--- src/rtl/fft_pkg.sv ---
// Shared constants and twiddle helpers for the radix-4 16-point FFT datapath.
// Twiddles are held at Q2.30 and rounded to the caller's fraction width.
package fft_pkg;

    localparam int FFT_N = 16;
    localparam int TW_FB = 30;

    localparam int Q30_ONE   = 1 << 30;
    localparam int Q30_COS_1 = 992008094;  // cos(pi/8)
    localparam int Q30_COS_2 = 759250125;  // cos(pi/4)
    localparam int Q30_COS_3 = 410903207;  // cos(3pi/8)

    function automatic logic [3:0] tw_exp(input logic [3:0] m);
        return {2'b00, m[3:2]} * {2'b00, m[1:0]};
    endfunction

    // cos(k*pi/8) for k = 0..15, i.e. cos(2*pi*k/16)
    function automatic int cos_q30(input logic [3:0] k);
        int v;
        case (k)
            4'd0:    v = Q30_ONE;
            4'd1:    v = Q30_COS_1;
            4'd2:    v = Q30_COS_2;
            4'd3:    v = Q30_COS_3;
            4'd4:    v = 0;
            4'd5:    v = -Q30_COS_3;
            4'd6:    v = -Q30_COS_2;
            4'd7:    v = -Q30_COS_1;
            4'd8:    v = -Q30_ONE;
            4'd9:    v = -Q30_COS_1;
            4'd10:   v = -Q30_COS_2;
            4'd11:   v = -Q30_COS_3;
            4'd12:   v = 0;
            4'd13:   v = Q30_COS_3;
            4'd14:   v = Q30_COS_2;
            4'd15:   v = Q30_COS_1;
            default: v = 0;
        endcase
        return v;
    endfunction

    // Round to nearest Q2.fb; valid for fb < TW_FB.
    function automatic int tw_quant(input int v, input int fb);
        return (v + (1 <<< (TW_FB - 1 - fb))) >>> (TW_FB - fb);
    endfunction

    function automatic int tw_re(input logic [3:0] e, input int fb);
        return tw_quant(cos_q30(e), fb);
    endfunction

    // -sin(theta) = -cos(theta - pi/2); the 4-bit subtract wraps mod 16.
    function automatic int tw_im(input logic [3:0] e, input int fb);
        return tw_quant(-cos_q30(e - 4'd4), fb);
    endfunction

endpackage

--- src/rtl/Multiplier.sv ---
// Unsigned N x N combinational multiplier using radix-4 Booth recoding.
// The accumulator is exactly 2N bits: the true product always fits, so modular sums are exact.
module Multiplier #(
    parameter int N = 16
) (
    input  logic [N-1:0]   a,
    input  logic [N-1:0]   b,
    output logic [2*N-1:0] p
);

    // One extra digit so the top recoding group of an unsigned operand is non-negative.
    localparam int K = N / 2 + 1;

    logic [N+2:0]   bx;
    logic [2*N-1:0] a_ext;
    logic [2*N-1:0] pp;
    logic [2*N-1:0] acc;

    always_comb begin
        bx    = {2'b00, b, 1'b0};
        a_ext = {{N{1'b0}}, a};
        pp    = '0;
        acc   = '0;
        for (int i = 0; i < K; i++) begin
            case (bx[2*i +: 3])
                3'b001, 3'b010: pp = a_ext;
                3'b011:         pp = a_ext << 1;
                3'b100:         pp = -(a_ext << 1);
                3'b101, 3'b110: pp = -a_ext;
                default:        pp = '0;
            endcase
            acc = acc + (pp << (2 * i));
        end
        p = acc;
    end

endmodule

--- src/rtl/twiddle_rotator.sv ---
// Inter-stage twiddle rotation for the 16-point radix-4 FFT: x * W16^e with e = m[3:2]*m[1:0].
// Two pipeline stages: signed products, then combine / round half-up / saturate.
module twiddle_rotator
    import fft_pkg::*;
#(
    parameter int DW = 16
) (
    input  logic                 clk,
    input  logic                 rst_n,
    input  logic                 in_valid,
    output logic                 in_ready,
    input  logic                 in_sof,
    input  logic signed [DW-1:0] in_re,
    input  logic signed [DW-1:0] in_im,
    output logic                 out_valid,
    input  logic                 out_ready,
    output logic                 out_last,
    output logic signed [DW-1:0] out_re,
    output logic signed [DW-1:0] out_im,
    output logic                 sync_err
);

    localparam int PW = 2 * DW + 1;
    localparam int SW = 2 * DW + 2;
    localparam logic signed [SW-1:0] RND     = SW'(1) << (DW - 3);
    localparam logic signed [SW-1:0] SAT_MAX = {{(SW-DW+1){1'b0}}, {(DW-1){1'b1}}};
    localparam logic signed [SW-1:0] SAT_MIN = {{(SW-DW+1){1'b1}}, {(DW-1){1'b0}}};

    function automatic logic [DW-1:0] mag(input logic signed [DW-1:0] v);
        // -(-2^(DW-1)) wraps to the same bit pattern, which reads correctly as unsigned 2^(DW-1).
        return v[DW-1] ? DW'(-v) : v;
    endfunction

    function automatic logic signed [PW-1:0] apply_sign(input logic [2*DW-1:0] mg, input logic neg);
        logic signed [PW-1:0] t;
        t = {1'b0, mg};
        return neg ? -t : t;
    endfunction

    function automatic logic signed [DW-1:0] sat(input logic signed [SW-1:0] v);
        if (v > SAT_MAX) return {1'b0, {(DW-1){1'b1}}};
        if (v < SAT_MIN) return {1'b1, {(DW-1){1'b0}}};
        return v[DW-1:0];
    endfunction

    // Handshake: a port transfers when valid & ready on the same edge. A stage
    // advances when it is empty or the stage downstream advances; valid data
    // holds still otherwise, so out_ready=0 stalls both stages without loss.
    logic s1_valid, s2_valid;
    logic s1_en, s2_en, in_fire;

    assign s2_en     = ~s2_valid | out_ready;
    assign s1_en     = ~s1_valid | s2_en;
    assign in_ready  = s1_en;
    assign in_fire   = in_valid & s1_en;
    assign out_valid = s2_valid;

    // Index and twiddle selection; a start-of-frame sample is forced to index 0.
    logic [3:0] idx;
    logic [3:0] m;
    logic [3:0] e;
    logic signed [DW-1:0] wr, wi;

    assign m  = in_sof ? 4'd0 : idx;
    assign e  = tw_exp(m);
    assign wr = DW'(tw_re(e, DW - 2));
    assign wi = DW'(tw_im(e, DW - 2));

    logic [DW-1:0]   mag_xr, mag_xi, mag_wr, mag_wi;
    logic [2*DW-1:0] mag_rr, mag_ii, mag_ri, mag_ir;

    assign mag_xr = mag(in_re);
    assign mag_xi = mag(in_im);
    assign mag_wr = mag(wr);
    assign mag_wi = mag(wi);

    Multiplier #(.N(DW)) u_mul_rr (.a(mag_xr), .b(mag_wr), .p(mag_rr));
    Multiplier #(.N(DW)) u_mul_ii (.a(mag_xi), .b(mag_wi), .p(mag_ii));
    Multiplier #(.N(DW)) u_mul_ri (.a(mag_xr), .b(mag_wi), .p(mag_ri));
    Multiplier #(.N(DW)) u_mul_ir (.a(mag_xi), .b(mag_wr), .p(mag_ir));

    logic signed [PW-1:0] prod_rr, prod_ii, prod_ri, prod_ir;

    assign prod_rr = apply_sign(mag_rr, in_re[DW-1] ^ wr[DW-1]);
    assign prod_ii = apply_sign(mag_ii, in_im[DW-1] ^ wi[DW-1]);
    assign prod_ri = apply_sign(mag_ri, in_re[DW-1] ^ wi[DW-1]);
    assign prod_ir = apply_sign(mag_ir, in_im[DW-1] ^ wr[DW-1]);

    // Stage 1: products, frame-position bookkeeping.
    logic signed [PW-1:0] p_rr, p_ii, p_ri, p_ir;
    logic                 s1_last;

    always_ff @(posedge clk or negedge rst_n) begin
        if (!rst_n) begin
            s1_valid <= 1'b0;
            s1_last  <= 1'b0;
            p_rr     <= '0;
            p_ii     <= '0;
            p_ri     <= '0;
            p_ir     <= '0;
            idx      <= 4'd0;
            sync_err <= 1'b0;
        end else begin
            if (s1_en) s1_valid <= in_valid;
            if (in_fire) begin
                p_rr    <= prod_rr;
                p_ii    <= prod_ii;
                p_ri    <= prod_ri;
                p_ir    <= prod_ir;
                s1_last <= (m == 4'(FFT_N - 1));
                idx     <= m + 4'd1;
                if (in_sof && idx != 4'd0) sync_err <= 1'b1;
            end
        end
    end

    // Stage 2: complex combine, round half-up, saturate.
    logic signed [SW-1:0] re_sum, im_sum, re_rnd, im_rnd;

    always_comb begin
        re_sum = {p_rr[PW-1], p_rr} - {p_ii[PW-1], p_ii};
        im_sum = {p_ri[PW-1], p_ri} + {p_ir[PW-1], p_ir};
        re_rnd = (re_sum + RND) >>> (DW - 2);
        im_rnd = (im_sum + RND) >>> (DW - 2);
    end

    always_ff @(posedge clk or negedge rst_n) begin
        if (!rst_n) begin
            s2_valid <= 1'b0;
            out_re   <= '0;
            out_im   <= '0;
            out_last <= 1'b0;
        end else if (s2_en) begin
            s2_valid <= s1_valid;
            if (s1_valid) begin
                out_re   <= sat(re_rnd);
                out_im   <= sat(im_rnd);
                out_last <= s1_last;
            end
        end
    end

endmodule

--- config.mk ---
export PLATFORM = sky130hd
export DESIGN_NAME = twiddle_rotator
export DESIGN_NICKNAME = d
export VERILOG_FILES = /design/src/rtl/fft_pkg.sv /design/src/rtl/Multiplier.sv /design/src/rtl/twiddle_rotator.sv
export SDC_FILE = /design/constraint.sdc
export NUM_CORES = 2
export LEC_CHECK = 0
export ABC_CLOCK_PERIOD_IN_PS = 11950
export CORE_MARGIN = 1
export CORE_UTILIZATION = 35
export DETAILED_ROUTE_END_ITERATION = 16
export MAX_ROUTING_LAYER = met4
export PLACE_DENSITY = 0.5
export SETUP_SLACK_MARGIN = 0.15
export SLEW_MARGIN = 20
export SYNTH_ARGS = -nofsm -noshare
export SYNTH_HDL_FRONTEND = slang
export SYNTH_SLANG_ARGS = --single-unit
export TNS_END_PERCENT = 5
--- constraint.sdc ---
create_clock -name clk -period 11.95 [get_ports clk]
set_input_delay 2.39 -clock clk [delete_from_list [all_inputs] [get_ports clk]]
set_output_delay 2.39 -clock clk [all_outputs]
set_load 0.005 [all_outputs]
== Word level (Yosys, flattened, before mapping) ==
Memories as Yosys holds them, arrays and structs flattened.
Index checks and enable logic that the tools add are counted.
W data, S select, Z words.
Operators by class
  mux-type cells: 67
  multiply operators: 1
  magnitude comparators: 4
  equal/unequal tests: 91
  reductions and logical operators: 32
  bitwise logic cells: 9
  $add $sub $neg: 53
Operator list (number)
  $add A32 B32 Y32: 32
  $pmux W30 S4: 4
  $pmux W28 S4: 4
  $pmux W26 S4: 4
  $pmux W24 S4: 4
  $pmux W32 S3: 4
  $pmux W22 S4: 4
  $pmux W20 S4: 4
  $pmux W18 S4: 4
  $mux W16: 16
  $mux W33: 4
  $neg A32 Y33: 4
  $eq A3 B3 Y1 const B: 42
  $eq A3 B2 Y1 const B: 28
  $add A34 B15 Y34 const B: 2
  $add A32 B17 Y32 const B: 2
  $neg A16 Y16: 4
  $neg A16 Y32: 2
  $neg A17 Y32: 2
  $reduce_or A2 Y1: 28
  $eq A3 B1 Y1 const B: 14
  $gt A20 B16 Y1 const B: 2
  $lt A20 B16 Y1 const B: 2
  $add A33 B33 Y34: 1
  17 further kinds: 40
Storage, ports and cells
  flip-flop bits (word level): 173
  input bits: 37
  memories kept: 2
  ROM bits: 1024
Memory list
  (no name shown): words 16, bits a word 32, read ports 1, clocked after memory_dff 0, wr ports 0, RTL line fft_pkg.sv:20  | case (k)
  (no name shown): words 16, bits a word 32, read ports 1, clocked after memory_dff 0, wr ports 0, RTL line fft_pkg.sv:20

== Depth between registers and ports, before layout ==
An unclocked memory read counts as a cell.
  word-level depth: 21
  mapped depth: 49
  gate-level depth less buffers: 40

== Cells and area by module ==
From an unflattened synthesis, not the netlist that was laid out.
Unflattened totals
  cells, all modules: 7967
  area, all modules: 58602.5 um^2
By module, submodules not included
  twiddle_rotator: instances 1, area each 13713.2 um^2, cells each 1661
  Multiplier at u_mul_ir: instances 1, area each 11290.8 um^2, cells each 1594
  Multiplier at u_mul_ii: instances 1, area each 11274.6 um^2, cells each 1601
  Multiplier at u_mul_rr: instances 1, area each 11228.3 um^2, cells each 1579
  Multiplier at u_mul_ri: instances 1, area each 11095.6 um^2, cells each 1532

== Worst setup path after synthesis ==
OpenSTA, ideal clock, no wires.
  path type: input -> register
  from: input port in_sof
  to: register p_rr[25]
  setup time: 0.125 ns
  buffers on the path: 13
  slack: -1.390 ns
  stages: 42
  arrival: 13.216 ns
  cells stage by stage: nor2b_1 > and2_1 > buf_2 > clkinv_1 > clkbuf_1 > clkbuf_1 > clkbuf_1 > clkbuf_1 > ha_1 > clkbuf_1 > clkbuf_1 > buf_1 > clkbuf_1 > mux2_2 > ha_1 > clkbuf_1 > inv_1 > ha_1 > [... 6 more ...] > o21ai_0 > fa_1 > inv_1 > fa_1 > fa_1 > inv_1 > fa_1 > ha_1 > or4_1 > o21a_1 > xnor2_1 > a221oi_1 > a2111oi_0 > nor3b_1 > nand4_1 > o31a_1 > xnor2_1 > mux2_2
Between the ends
  cells in the longest elaborated chain, start to end: 19
  elaborated cells between the ends (all ways): 85
  those cells by class: add/sub: 11; mul: 1; eq/ne: 45; mux: 12; bitwise: 1; reduce/logical: 14; memory: 1
RTL lines
  start, declared: RTL line twiddle_rotator.sv:12  | input logic in_sof,
  $mux W4 *: RTL line twiddle_rotator.sv:64  | assign m = in_sof ? 4'd0 : idx;
  $mul A2 B2 Y4 *: RTL line fft_pkg.sv:14  | return {2'b00, m[3:2]} * {2'b00, m[1:0]};
  $mem_v2 Z16 W32 *
  $add A32 B17 Y32 *: RTL line fft_pkg.sv:44  | return (v + (1 <<< (TW_FB - 1 - fb))) >>> (TW_FB - fb);
  $neg A16 Y16: RTL line twiddle_rotator.sv:31  | return v[DW-1] ? DW'(-v) : v;
  $mux W16: RTL line twiddle_rotator.sv:31
  $eq A3 B3 Y1, or another cell as far along: RTL line Multiplier.sv:25  | case (bx[2*i +: 3])
  $reduce_or A2 Y1: RTL line Multiplier.sv:25
  $pmux W30 S4: RTL line Multiplier.sv:25
  $add A32 B32 Y32 (8 in series): RTL line Multiplier.sv:32  | acc = acc + (pp << (2 * i));
  $neg A32 Y33: RTL line twiddle_rotator.sv:37  | return neg ? -t : t;
  $mux W33 *: RTL line twiddle_rotator.sv:37
  end signal, assigned: RTL line twiddle_rotator.sv:106  | p_rr <= prod_rr;
  end, declared: RTL line twiddle_rotator.sv:90  | logic signed [PW-1:0] p_rr, p_ii, p_ri, p_ir;
Every way passes the cells marked *; elsewhere a longest branch is shown, timed or not.
A chain may end at the register's enable or synchronous reset.

== Final worst setup path ==
  from: input port in_sof
  to: register p_ri[28]
Between the ends
  cells in the longest elaborated chain, start to end: 21
  elaborated cells between the ends (all ways): 87
  those cells by class: add/sub: 13; mul: 1; eq/ne: 45; mux: 12; bitwise: 1; reduce/logical: 14; memory: 1
RTL lines
  $mux W4 *: RTL line twiddle_rotator.sv:64
  $mul A2 B2 Y4 *: RTL line fft_pkg.sv:14
  $sub A4 B3 Y4 *: RTL line fft_pkg.sv:53  | return tw_quant(-cos_q30(e - 4'd4), fb);
  $mem_v2 Z16 W32 *
  $neg A32 Y32 *: RTL line fft_pkg.sv:53
  $add A32 B17 Y32 *: RTL line fft_pkg.sv:44
  $neg A16 Y16: RTL line twiddle_rotator.sv:31
  $mux W16: RTL line twiddle_rotator.sv:31
  $eq A3 B3 Y1, or another cell as far along: RTL line Multiplier.sv:25
  $reduce_or A2 Y1: RTL line Multiplier.sv:25
  $pmux W30 S4: RTL line Multiplier.sv:25
  $add A32 B32 Y32 (8 in series): RTL line Multiplier.sv:32
  $neg A32 Y33: RTL line twiddle_rotator.sv:37
  $mux W33 *: RTL line twiddle_rotator.sv:37
  end signal, assigned: RTL line twiddle_rotator.sv:108  | p_ri <= prod_ri;
  end, declared: RTL line twiddle_rotator.sv:90
Marked as above.

==> qor.txt <==
CLOCK NETWORK
-----------------------------------------------------------------------------------------
Clock slew at reported path FFs                                                   0.07 ns
Clock buffer count from CTS                                                            17
TritonCTS Sinks                                                                       173
Clock root buffer master                                                     sky130_fd_sc_hd__clkbuf_16
Number of buffers on the longest clock path                                             2
Worst-Skew Late Latency                                                           0.51 ns
TritonCTS clock tree                                                                built
CTS H-tree depth                                                                        4

TIMING
-----------------------------------------------------------------------------------------
Worst-case clock skew                                                           0.0136 ns
Transition time at the pin with the least slew margin                             1.22 ns
Clock period minus worst slack                                                   11.59 ns
Count of final hold-check violations                                                    0
Setup repair after global routing missed its margin                                  true
Relative slew slack                                                                 18.6%
Worst-case setup margin in the final layout                                      0.363 ns
Final setup violation count                                                             0
Max-slew violation count                                                                0
Max Clk Rate                                                                     86.3 MHz
Final critical-path share of the clock period                                       97.0%

WORST SETUP PATH
-----------------------------------------------------------------------------------------
Stage delay of the slowest cell on the critical path                              0.63 ns
Setup Crit Path Kind                                                         primary input to register
Maximum fanout along the worst path                                                    21
Required time of the worst setup path                                            12.31 ns
Data arrival time of the worst path                                              11.95 ns
R2r setup slk                                                                     2.03 ns
Most common cell type on the critical path                                   sky130_fd_sc_hd__ha_1
Launching element type of the critical path                                  primary input
Critical Path Slowest Stage Cell                                             sky130_fd_sc_hd__mux4_2
Crit. End Element                                                                register

FLOORPLANNING
-----------------------------------------------------------------------------------------
Core region area                                                               150000 µm²
Starting density of the core                                                        35.4%
Total I/O pin count                                                                    73
DIE HEIGHT                                                                         392 µm
Number of rows in the core area                                                       142
Chip Width                                                                         392 µm
Total die area                                                                 154000 µm²

GLOBAL ROUTE
-----------------------------------------------------------------------------------------
Number of global-route vias before repair                                           60100
Global-route wire length before repair                                          449000 µm
Residual overflow from global routing                                                   0
Largest net degree at the start of global routing                                     103
Initial antenna violation count                                                        19
Total track usage                                                                   42.1%

YOSYS
-----------------------------------------------------------------------------------------
Per-instance average area after synthesis                                        7.38 µm²
Leading post-synthesis cells by instance count                               sky130_fd_sc_hd__inv_1, sky130_fd_sc_hd__nand2_1, sky130_fd_sc_hd__o21ai_0
Cell types with the largest area share after synthesis                       sky130_fd_sc_hd__fa_1, sky130_fd_sc_hd__ha_1, sky130_fd_sc_hd__dfrtp_1
Share of synthesized area occupied by flip-flops and latches                        8.13%
Combined area of all synthesized cells                                          53200 µm²
Synth Instances                                                                      7216
Most common flop cell mapped by yosys                                        sky130_fd_sc_hd__dfrtp_1
Fraction of synthesized cell area taken by the top area cell type                   21.8%
Count of flip-flops with a built-in enable after synthesis                              0
Post-synthesis cell type with the largest combined area                      sky130_fd_sc_hd__fa_1
Most frequently used cell type in the post-synthesis netlist                 sky130_fd_sc_hd__inv_1
Unique cell type count in the Yosys netlist                                           105
Warning count from the yosys run                                                        0
Proportion of register bits with asynchronous set or reset after synthesis           100%
Flops & latches, synth                                                                173

POWER
-----------------------------------------------------------------------------------------
Design Power                                                                      9.93 mW
LEAKAGE                                                                           30.7 nW
Total power density per cell area                                              148 nW/µm²
IR drop worst, VDD                                                               0.241 mV

PLACEMENT
-----------------------------------------------------------------------------------------
Buffers on Ports                                                                       72
Routability Congestion                                                               1.07
Post-DP HPWL                                                                    260000 µm
Worst-case setup slack after placement                                          -0.607 ns

FINISH
-----------------------------------------------------------------------------------------
Seq. cell area                                                                   4330 µm²
Fill cell count                                                                     15500
Area added between synthesis and finish                                             26.5%
Multi-input gate area in the final layout                                       44700 µm²
Total Nets Final                                                                     9157
Layout cells sized above 1                                                          20.9%

DETAILED ROUTING
-----------------------------------------------------------------------------------------
Ratio of routed vias to standard cells                                               6.08
Vias post-DR                                                                        62200
First-iteration detailed-routing DRC count                                           8389
Routed Antenna Nets                                                                     0
Number of detailed-routing iterations run before antenna repair                         8
Post-DR wirelength/cell                                                           31.2 µm
Number of remaining DRC errors                                                          0
Post-Route WL                                                                   319000 µm

MIN PATH
-----------------------------------------------------------------------------------------
Type of the most critical hold path                                          register to register

FLOW RUN
-----------------------------------------------------------------------------------------
Max Cap Viol                                                                            0

RUN STATUS
-----------------------------------------------------------------------------------------
Result of the run                                                               completed

## timing repair
item                       in CTS  in global routing
gates resized for setup         7                 39
setup endpoints to repair      34                 67
pin swaps                       1                  6
setup buffers                   0                  4
hold buffers                    0                  0
## power breakdown
group	switching [mW]	internal [mW]
logic	4.80	3.54
registers	0.223	0.813
clock network	0.274	0.284
total	5.29	4.64
## cells in the final DEF (no fill, tap or decap), drive strengths merged, types with 163 or more instances in the layout
cell / instances
dfrtp: 173
fa: 580
a21oi: 650
o21ai: 685
o22ai: 212
nor3: 163
xnor2: 278
ha: 352
inv: 760
buf: 1447
nor2: 562
nand2: 729
## per-layer routing
metal / global-route usage (%) / part of all wire, % / wire length, µm / up-vias
li1: - / - / - / 27000
met1: 55.8 / 42 / 135000 / 30600
met2: 60.1 / 41 / 132000 / 3855
met3: 9.47 / 11 / 33600 / 739
met4: 20.4 / 5.9 / 18800 / 0
met5: - / 0 / 0 / -
## registers in the layout, indices dropped and copies added, names as in the netlist
name,count
out_last,1
p_ir,33
idx,4
out_re,16
s1_last,1
p_rr,33
p_ri,33
sync_err,1
p_ii,33
out_im,16
s1_valid,1
out_valid,1
## metrics by stage
stage | setup TNS [ns] | cells | util, % | area (µm²) | hold slack (ns)
6_report | 0 | 10200 | 44.8 | 67300 | 0.481
5_1_grt | 0 | 10200 | 44.8 | 67300 | 0.507
4_1_cts | 0 | 10200 | 44.6 | 67000 | 0.484
3_5_place_dp | -20.87 | 10200 | 44.2 | 66500 | 0.469
3_3_place_gp | -19.66 | 10200 | 44.2 | 66400 | 0.461
2_1_floorplan | 0 | 7275 | - | 53600 | 0.441
## critical path: cells and delay by family
family                   cells  cell delay (ns)
AO/OA/AOI/OAI                7             1.17
AND/OR/NAND/NOR              7             1.86
buffers and inverters       10             1.66
multiplexers                 2             0.99
XOR/XNOR                     3             0.46
adder cells (fa/ha/maj)      9             3.38
## cell type report
class,instances,area share (%)
Timing Repair Buffer,1517,18.2
Sequential cell,173,6.43
Antenna cell,12,0.0446
Multi-Input combinational cell,5719,66.5
Tap cell,2016,3.75
Clock buffer,21,0.699
Inverter,760,4.24
Clock inverter,10,0.119
## cells by family (layout without fill, tap and decap cells)
kind of cell             after synthesis  in the layout  synth area share (%)
XOR/XNOR                             399            399                  6.75
adder cells (fa/ha/maj)              934            934                  30.1
buffers and inverters               1383           2308                  9.86
AND/OR/NAND/NOR                     1898           1898                  16.0
other                                  1             72               0.00705
multiplexers                          32             32                 0.771
flip-flops                           173            173                  8.13
AO/OA/AOI/OAI                       2396           2396                  28.4
## path summary, 6_finish.rpt
check                                     from                      to  cells past startpoint
setup reg to reg            idx[0]$_DFFE_PN0P_    p_ri[28]$_DFFE_PN0P_                     37
max in group asynchronous                rst_n     p_ii[3]$_DFFE_PN0P_                      3
setup / recovery                        in_sof    p_ri[28]$_DFFE_PN0P_                     38
hold reg to reg            s1_last$_DFFE_PN0P_     s1_last$_DFFE_PN0P_                      2
min in group asynchronous                rst_n  out_im[12]$_DFFE_PN0P_                      1
hold / removal             s1_last$_DFFE_PN0P_     s1_last$_DFFE_PN0P_                      2
(Power assumes the default switching activity.)
